## src/rtl/noc_output_alloc_if.sv

```systemverilog
// Handshake bundle between the input-buffer request logic and one output-port
// allocator: per-input requests and flit markers in, grant/credit status out.
interface noc_output_alloc_if #(
    parameter int N_IN    = 5,
    parameter int CREDITS = 4,
    localparam int OW     = $clog2(N_IN),
    localparam int CW     = $clog2(CREDITS + 1)
);
    logic [N_IN-1:0] req;
    logic [N_IN-1:0] head;
    logic [N_IN-1:0] tail;
    logic            credit_in;
    logic [N_IN-1:0] grant;
    logic            send;
    logic            locked;
    logic [OW-1:0]   owner;
    logic [CW-1:0]   credit_cnt;
    logic            cr_err;

    // Request side: drives flit requests and returning credits.
    modport master (
        output req, head, tail, credit_in,
        input  grant, send, locked, owner, credit_cnt, cr_err
    );

    // Allocator side.
    modport slave (
        input  req, head, tail, credit_in,
        output grant, send, locked, owner, credit_cnt, cr_err
    );
endinterface

```

## src/rtl/noc_output_alloc.sv

```systemverilog
// Output-port allocator: wormhole switching with round-robin fairness between
// packets and credit-based flow control toward the downstream router.
module noc_output_alloc #(
    parameter int N_IN    = 5,
    parameter int CREDITS = 4,
    localparam int OW     = $clog2(N_IN),
    localparam int CW     = $clog2(CREDITS + 1)
) (
    input  logic              clk,
    input  logic              reset,
    noc_output_alloc_if.slave bus
);
    typedef enum logic {IDLE, LOCKED} state_t;

    state_t          state_reg, state_next;
    logic [OW-1:0]   ptr_reg, ptr_next;
    logic [OW-1:0]   owner_reg, owner_next;
    logic [CW-1:0]   credit_reg, credit_next;
    logic            cr_err_reg, cr_err_next;

    logic [N_IN-1:0] eligible;
    logic [OW-1:0]   winner;
    logic            found;
    logic            credit_ok;
    logic [N_IN-1:0] grant;
    logic            send;

    // Round-robin advance past the given input, wrapping the last index to 0.
    function automatic logic [OW-1:0] wrap_inc(input logic [OW-1:0] v);
        return (v == OW'(N_IN - 1)) ? '0 : v + OW'(1);
    endfunction

    assign credit_ok = (credit_reg != '0);

    // Only head flits may open a new packet on an idle port.
    generate
        for (genvar gi = 0; gi < N_IN; gi++) begin : g_elig
            assign eligible[gi] = bus.req[gi] & bus.head[gi];
        end
    endgenerate

    // Round-robin search: first eligible input starting at ptr and wrapping.
    always_comb begin
        int idx;
        idx    = 0;
        winner = '0;
        found  = 1'b0;
        for (int k = 0; k < N_IN; k++) begin
            idx = int'(ptr_reg) + k;
            if (idx >= N_IN) idx = idx - N_IN;
            if (!found && eligible[idx]) begin
                found  = 1'b1;
                winner = OW'(idx);
            end
        end
    end

    // Output decode: zero-latency grant, suppressed while reset is asserted.
    always_comb begin
        grant = '0;
        if (!reset) begin
            case (state_reg)
                IDLE:    if (found && credit_ok) grant[winner] = 1'b1;
                LOCKED:  grant[owner_reg] = bus.req[owner_reg] & credit_ok;
                default: grant = '0;
            endcase
        end
    end

    assign send = |grant;

    // Next-state: packet lock/unlock, pointer advance and credit accounting.
    always_comb begin
        state_next  = state_reg;
        ptr_next    = ptr_reg;
        owner_next  = owner_reg;
        credit_next = credit_reg;
        cr_err_next = cr_err_reg;

        case (state_reg)
            IDLE: begin
                if (send) begin
                    if (bus.tail[winner]) begin
                        ptr_next = wrap_inc(winner);
                    end else begin
                        state_next = LOCKED;
                        owner_next = winner;
                    end
                end
            end
            LOCKED: begin
                if (send && bus.tail[owner_reg]) begin
                    state_next = IDLE;
                    ptr_next   = wrap_inc(owner_reg);
                end
            end
            default: state_next = IDLE;
        endcase

        // A returning credit with the counter already full is a protocol error;
        // the count saturates rather than wrapping.
        case ({send, bus.credit_in})
            2'b10: credit_next = credit_reg - CW'(1);
            2'b01: begin
                if (credit_reg == CW'(CREDITS)) cr_err_next = 1'b1;
                else                            credit_next = credit_reg + CW'(1);
            end
            default: credit_next = credit_reg;
        endcase
    end

    // State register with asynchronous clear.
    always_ff @(posedge clk or posedge reset) begin
        if (reset) begin
            state_reg  <= IDLE;
            ptr_reg    <= '0;
            owner_reg  <= '0;
            credit_reg <= CW'(CREDITS);
            cr_err_reg <= 1'b0;
        end else begin
            state_reg  <= state_next;
            ptr_reg    <= ptr_next;
            owner_reg  <= owner_next;
            credit_reg <= credit_next;
            cr_err_reg <= cr_err_next;
        end
    end

    assign bus.grant      = grant;
    assign bus.send       = send;
    assign bus.locked     = (state_reg == LOCKED);
    assign bus.owner      = owner_reg;
    assign bus.credit_cnt = credit_reg;
    assign bus.cr_err     = cr_err_reg;
endmodule

```

## src/flat_wrapper.sv

```systemverilog
// flat-port wrapper written by rule: the top's interface ports become plain ports
module noc_output_alloc_flat 
#(
    parameter int N_IN    = 5,
    parameter int CREDITS = 4,
    localparam int OW     = $clog2(N_IN),
    localparam int CW     = $clog2(CREDITS + 1)
)
  (clk, reset, bus_req, bus_head, bus_tail, bus_credit_in, bus_grant, bus_send, bus_locked, bus_owner, bus_credit_cnt, bus_cr_err);
  noc_output_alloc_if #(.N_IN(N_IN), .CREDITS(CREDITS)) bus_i ();
  input  logic clk;
  input  logic reset;
  input wire logic [$bits(bus_i.req)-1:0] bus_req;
  input wire logic [$bits(bus_i.head)-1:0] bus_head;
  input wire logic [$bits(bus_i.tail)-1:0] bus_tail;
  input wire logic [$bits(bus_i.credit_in)-1:0] bus_credit_in;
  output wire logic [$bits(bus_i.grant)-1:0] bus_grant;
  output wire logic [$bits(bus_i.send)-1:0] bus_send;
  output wire logic [$bits(bus_i.locked)-1:0] bus_locked;
  output wire logic [$bits(bus_i.owner)-1:0] bus_owner;
  output wire logic [$bits(bus_i.credit_cnt)-1:0] bus_credit_cnt;
  output wire logic [$bits(bus_i.cr_err)-1:0] bus_cr_err;
  assign bus_i.req = bus_req;
  assign bus_i.head = bus_head;
  assign bus_i.tail = bus_tail;
  assign bus_i.credit_in = bus_credit_in;
  assign bus_grant = bus_i.grant;
  assign bus_send = bus_i.send;
  assign bus_locked = bus_i.locked;
  assign bus_owner = bus_i.owner;
  assign bus_credit_cnt = bus_i.credit_cnt;
  assign bus_cr_err = bus_i.cr_err;
  noc_output_alloc #(.N_IN(N_IN), .CREDITS(CREDITS)) u_core (.clk(clk), .reset(reset), .bus(bus_i));
endmodule
```

## config.mk

```make
export PLATFORM = sky130hd
export DESIGN_NAME = noc_output_alloc_flat
export DESIGN_NICKNAME = d
export VERILOG_FILES = /design/src/rtl/noc_output_alloc_if.sv /design/src/rtl/noc_output_alloc.sv /design/src/flat_wrapper.sv
export SDC_FILE = /design/constraint.sdc
export NUM_CORES = 1
export LEC_CHECK = 0
export ABC_AREA = 1
export CAP_MARGIN = 25
export CORE_ASPECT_RATIO = 1.75
export CORE_MARGIN = 5
export CORE_UTILIZATION = 43
export CTS_BUF_LIST = sky130_fd_sc_hd__clkbuf_4 sky130_fd_sc_hd__clkbuf_8
export DETAILED_ROUTE_END_ITERATION = 10
export GPL_TIMING_DRIVEN = 1
export PLACE_DENSITY_LB_ADDON = 0.1
export SLEW_MARGIN = 20
export SYNTH_ARGS = -nofsm -noshare
export SYNTH_HDL_FRONTEND = slang
export SYNTH_SLANG_ARGS = --single-unit
export TNS_END_PERCENT = 100
```

## constraint.sdc

```tcl
create_clock -name clk -period 3.69 [get_ports clk]
set_input_delay 0.9225 -clock clk [delete_from_list [all_inputs] [get_ports clk]]
set_output_delay 0.9225 -clock clk [all_outputs]
set_load 0.02 [all_outputs]
```

==> results_dict.tcl <==
set metrics [dict create \
    drive_above_1_share 0.514 \
    finalInstanceArea_um2 3330 \
    drc_errors 0 \
    synth_nets 352 \
    reg2reg_setup_slack_ps -100 \
    drtAntennaViolNets 0 \
    cp-end-kind "primary output" \
    gr-total-overflow 0 \
    die_area_um2 6190 \
    status "complete, but fails checks" \
    holdWs_ps 479 \
    cp_common_cell "nand2_2" \
    syn_avg_cell_area_um2 6.25 \
    syn_inst 321 \
    cpPeakStageDelay_ps 410 \
    slew_viol_final 0 \
    n_fill_cell 397 \
    start_util 0.434 \
    ys_types 42 \
    rows 33 \
    critical_path.max_fanout 5 \
    clk_pin_slew_worst_paths_ps 50 \
    clock_sinks 11 \
    cts_tree "built" \
    drt_iter0_drc 103 \
    post-route-min-period_ps 3970 \
    die_x_um 61.6 \
    port_buffers 31 \
    synth_area_leaders "nand2_1 (16%), dfrtp_1 (12%), nand3_1 (10%)" \
    firstDrtPassIters 4 \
    drt_wl_total_um 6940 \
    hold_viol_final 0 \
    tightest_slew_ps 394 \
    dpl_cell_area_um2 2740 \
    diodes 0 \
    r2r_end "u_core.bus.credit_cnt[2]$_DFFE_PP1P_" \
    wl_per_cell_um 14.4 \
    reg2reg_from "u_core.ptr_reg[0]$_DFFE_PP0P_" \
    cpMaxStageDelayCell "fa_2" \
    antenna_found_initial 0 \
    area_delta_synth_final_pct 66.1 \
    chipHeight_um 100 \
    yosysSeqAreaShare 0.138 \
    netlist_area_um2 2010 \
    reg2reg_depth 34 \
    core_um2 4620 \
    start_kind "register" \
    yosys.area.top_type "nand2_1" \
    clockBufferDepth 2 \
    dp_hpwl_um 5310 \
    cp.required_ps 2770 \
    clk_latency_ps 240 \
    cts_root_buf "clkbuf_8" \
    grt_pass1_vias 2538 \
    crit_type "reg -> out" \
    fmax_mhz 252 \
    rsz0062_at_grt "yes" \
    ys_warn_count 0 \
    hold_depth 1 \
    ys_ff_latch 11 \
    violations "setup timing" \
    min_period_over_period 1.08 \
    vias_per_cell 5.32 \
    min-delay-start "u_core.bus.cr_err$_DFFE_PP0P_" \
    crit_arrival_ps 3050 \
    hold_path_end "u_core.bus.cr_err$_DFFE_PP0P_" \
    htree_levels 1 \
    synth_top_cell_area_share 0.161 \
    max_cap_viol_count 0 \
    num_vias 2564 \
    setup_viol 8 \
    grt_usage 0.232 \
    final.setup.worst_slack_ps -285 \
    grt_pass1_wl_um 11000 \
    globalplace.congestion 0.947 \
    cts_buffers 3 \
    grt_max_degree 13 \
    io_pins 32 \
    nNetsFinal 462 \
    hold_path_class "reg -> reg" \
    tns_ps -1450 \
    max_slew_margin 0.737 \
    finalClockSkew_ps 3.55 \
]
-- synthesized netlist by cell type --
cell type   n
a22oi_1     1
inv_2       6
xnor2_1     2
or2_1       1
nor3_1      4
dfrtp_1    10
buf_6       2
o21bai_1    1
clkinv_1    1
nor2_2      7
dfstp_2     1
o21ai_0    10
nand3_1    40
o21ai_1     8
nand2_2    16
o31ai_1     1
nor2_1     12
a211oi_1    1
nand3_4     2
nand2_1    86
o211ai_1    3
a31oi_1     1
nor2_4      1
a21oi_1     5
nand3_2     7
fa_1        2
nand4_2     1
xnor2_2     1
nand3b_2    1
xor2_1      2
o2111ai_1   1
nand2_4     5
nand4_1    10
o21a_1      1
o21ai_2     6
ha_1       11
o22a_1      1
a21oi_2     1
inv_1      44
clkbuf_1    3
o211ai_2    1
o22ai_1     1
-- metal layers --
layer  vias to the layer above  share of wire  global-route usage
li1                       1278              -                   -
met1                      1167           0.33               0.222
met2                        86           0.58               0.456
met3                        33          0.036              0.0270
met4                         0          0.049              0.0980
met5                         -              0                   0
-- critical path: cells and delay by family (launching register included) --
family                   cells  cell delay, ps
flip-flops                   1             390
adder cells (fa/ha/maj)      2             530
buffers and inverters        4             370
AND/OR/NAND/NOR             19            1540
-- layout by cell type, fill, tap and decap left out, types with 2 or more instances in the layout --
| cell | count |
|---|---|
| dfrtp_1 | 8 |
| fa_2 | 2 |
| nor3_1 | 4 |
| dfrtp_2 | 2 |
| o21ai_4 | 2 |
| nand4_1 | 10 |
| clkbuf_8 | 3 |
| nand2_4 | 9 |
| dlygate4sd2_1 | 10 |
| nor2_2 | 7 |
| nand3_2 | 17 |
| o21ai_2 | 8 |
| buf_4 | 76 |
| nor2_4 | 7 |
| nand2_2 | 38 |
| a21oi_1 | 5 |
| o21ai_1 | 7 |
| xnor2_1 | 2 |
| inv_4 | 2 |
| inv_2 | 19 |
| clkdlybuf4s50_1 | 15 |
| nand3_4 | 6 |
| ha_1 | 5 |
| ha_4 | 3 |
| nor2_1 | 6 |
| o211ai_1 | 3 |
| o21ai_0 | 7 |
| xor2_1 | 2 |
| nand3_1 | 26 |
| ha_2 | 3 |
| nand2_1 | 60 |
| buf_6 | 9 |
| inv_1 | 29 |
-- final cells by class --
cell class	count	area (µm²)	share of cell area
multi-input combinational	254	1830	0.550
timing repair buffer	110	910	0.273
sequential	11	279	0.0837
inverter	51	196	0.0589
tap	52	65.1	0.0195
clock buffer	4	48.8	0.0146
-- logic make-up after synthesis --
group / count (synthesis) / synth area share
AOI/OAI and AO/OA: 43 / 0.139
xor gates and xnor gates: 5 / 0.0256
adders and majority gates: 13 / 0.0885
buffers and inverters: 56 / 0.112
DFF: 11 / 0.138
and+or+nand+nor: 193 / 0.497
-- what timing repair did --
action | in CTS | in global routing
hold buffers | 0 | 0
pin swaps | 37 | 34
cloned | 0 | 0
setup buffers | 20 | 7
endpoints found under the setup margin | 8 | 13
gates resized for setup | 116 | 30
-- through the flow --
step / instances / worst slack (ps) / utilization
after global placement: 451 / -899 / 0.593
after detailed placement: 451 / -890 / 0.593
after CTS: 475 / -247 / 0.686
after floorplan: 321 / 12.0 / -
final: 482 / -285 / 0.721
after global routing: 482 / -510 / 0.721
-- worst max-delay path by stage --
stage,from,end,slack [ps],depth (start not counted)
after detailed placement,bus_req[2],bus_send,-890,18
final,u_core.ptr_reg[0]$_DFFE_PP0P_,bus_send,-280,25
after global placement,bus_req[2],bus_send,-900,18
after floorplan,u_core.ptr_reg[1]$_DFFE_PP0P_,u_core.bus.credit_cnt[2]$_DFFE_PP1P_,10,29
after CTS,u_core.ptr_reg[0]$_DFFE_PP0P_,bus_grant[1],-250,23
after global routing,u_core.ptr_reg[0]$_DFFE_PP0P_,bus_send,-510,25
Power is not shown: default switching activity piles up to over one toggle a cycle in this logic, so the estimate is an artifact.
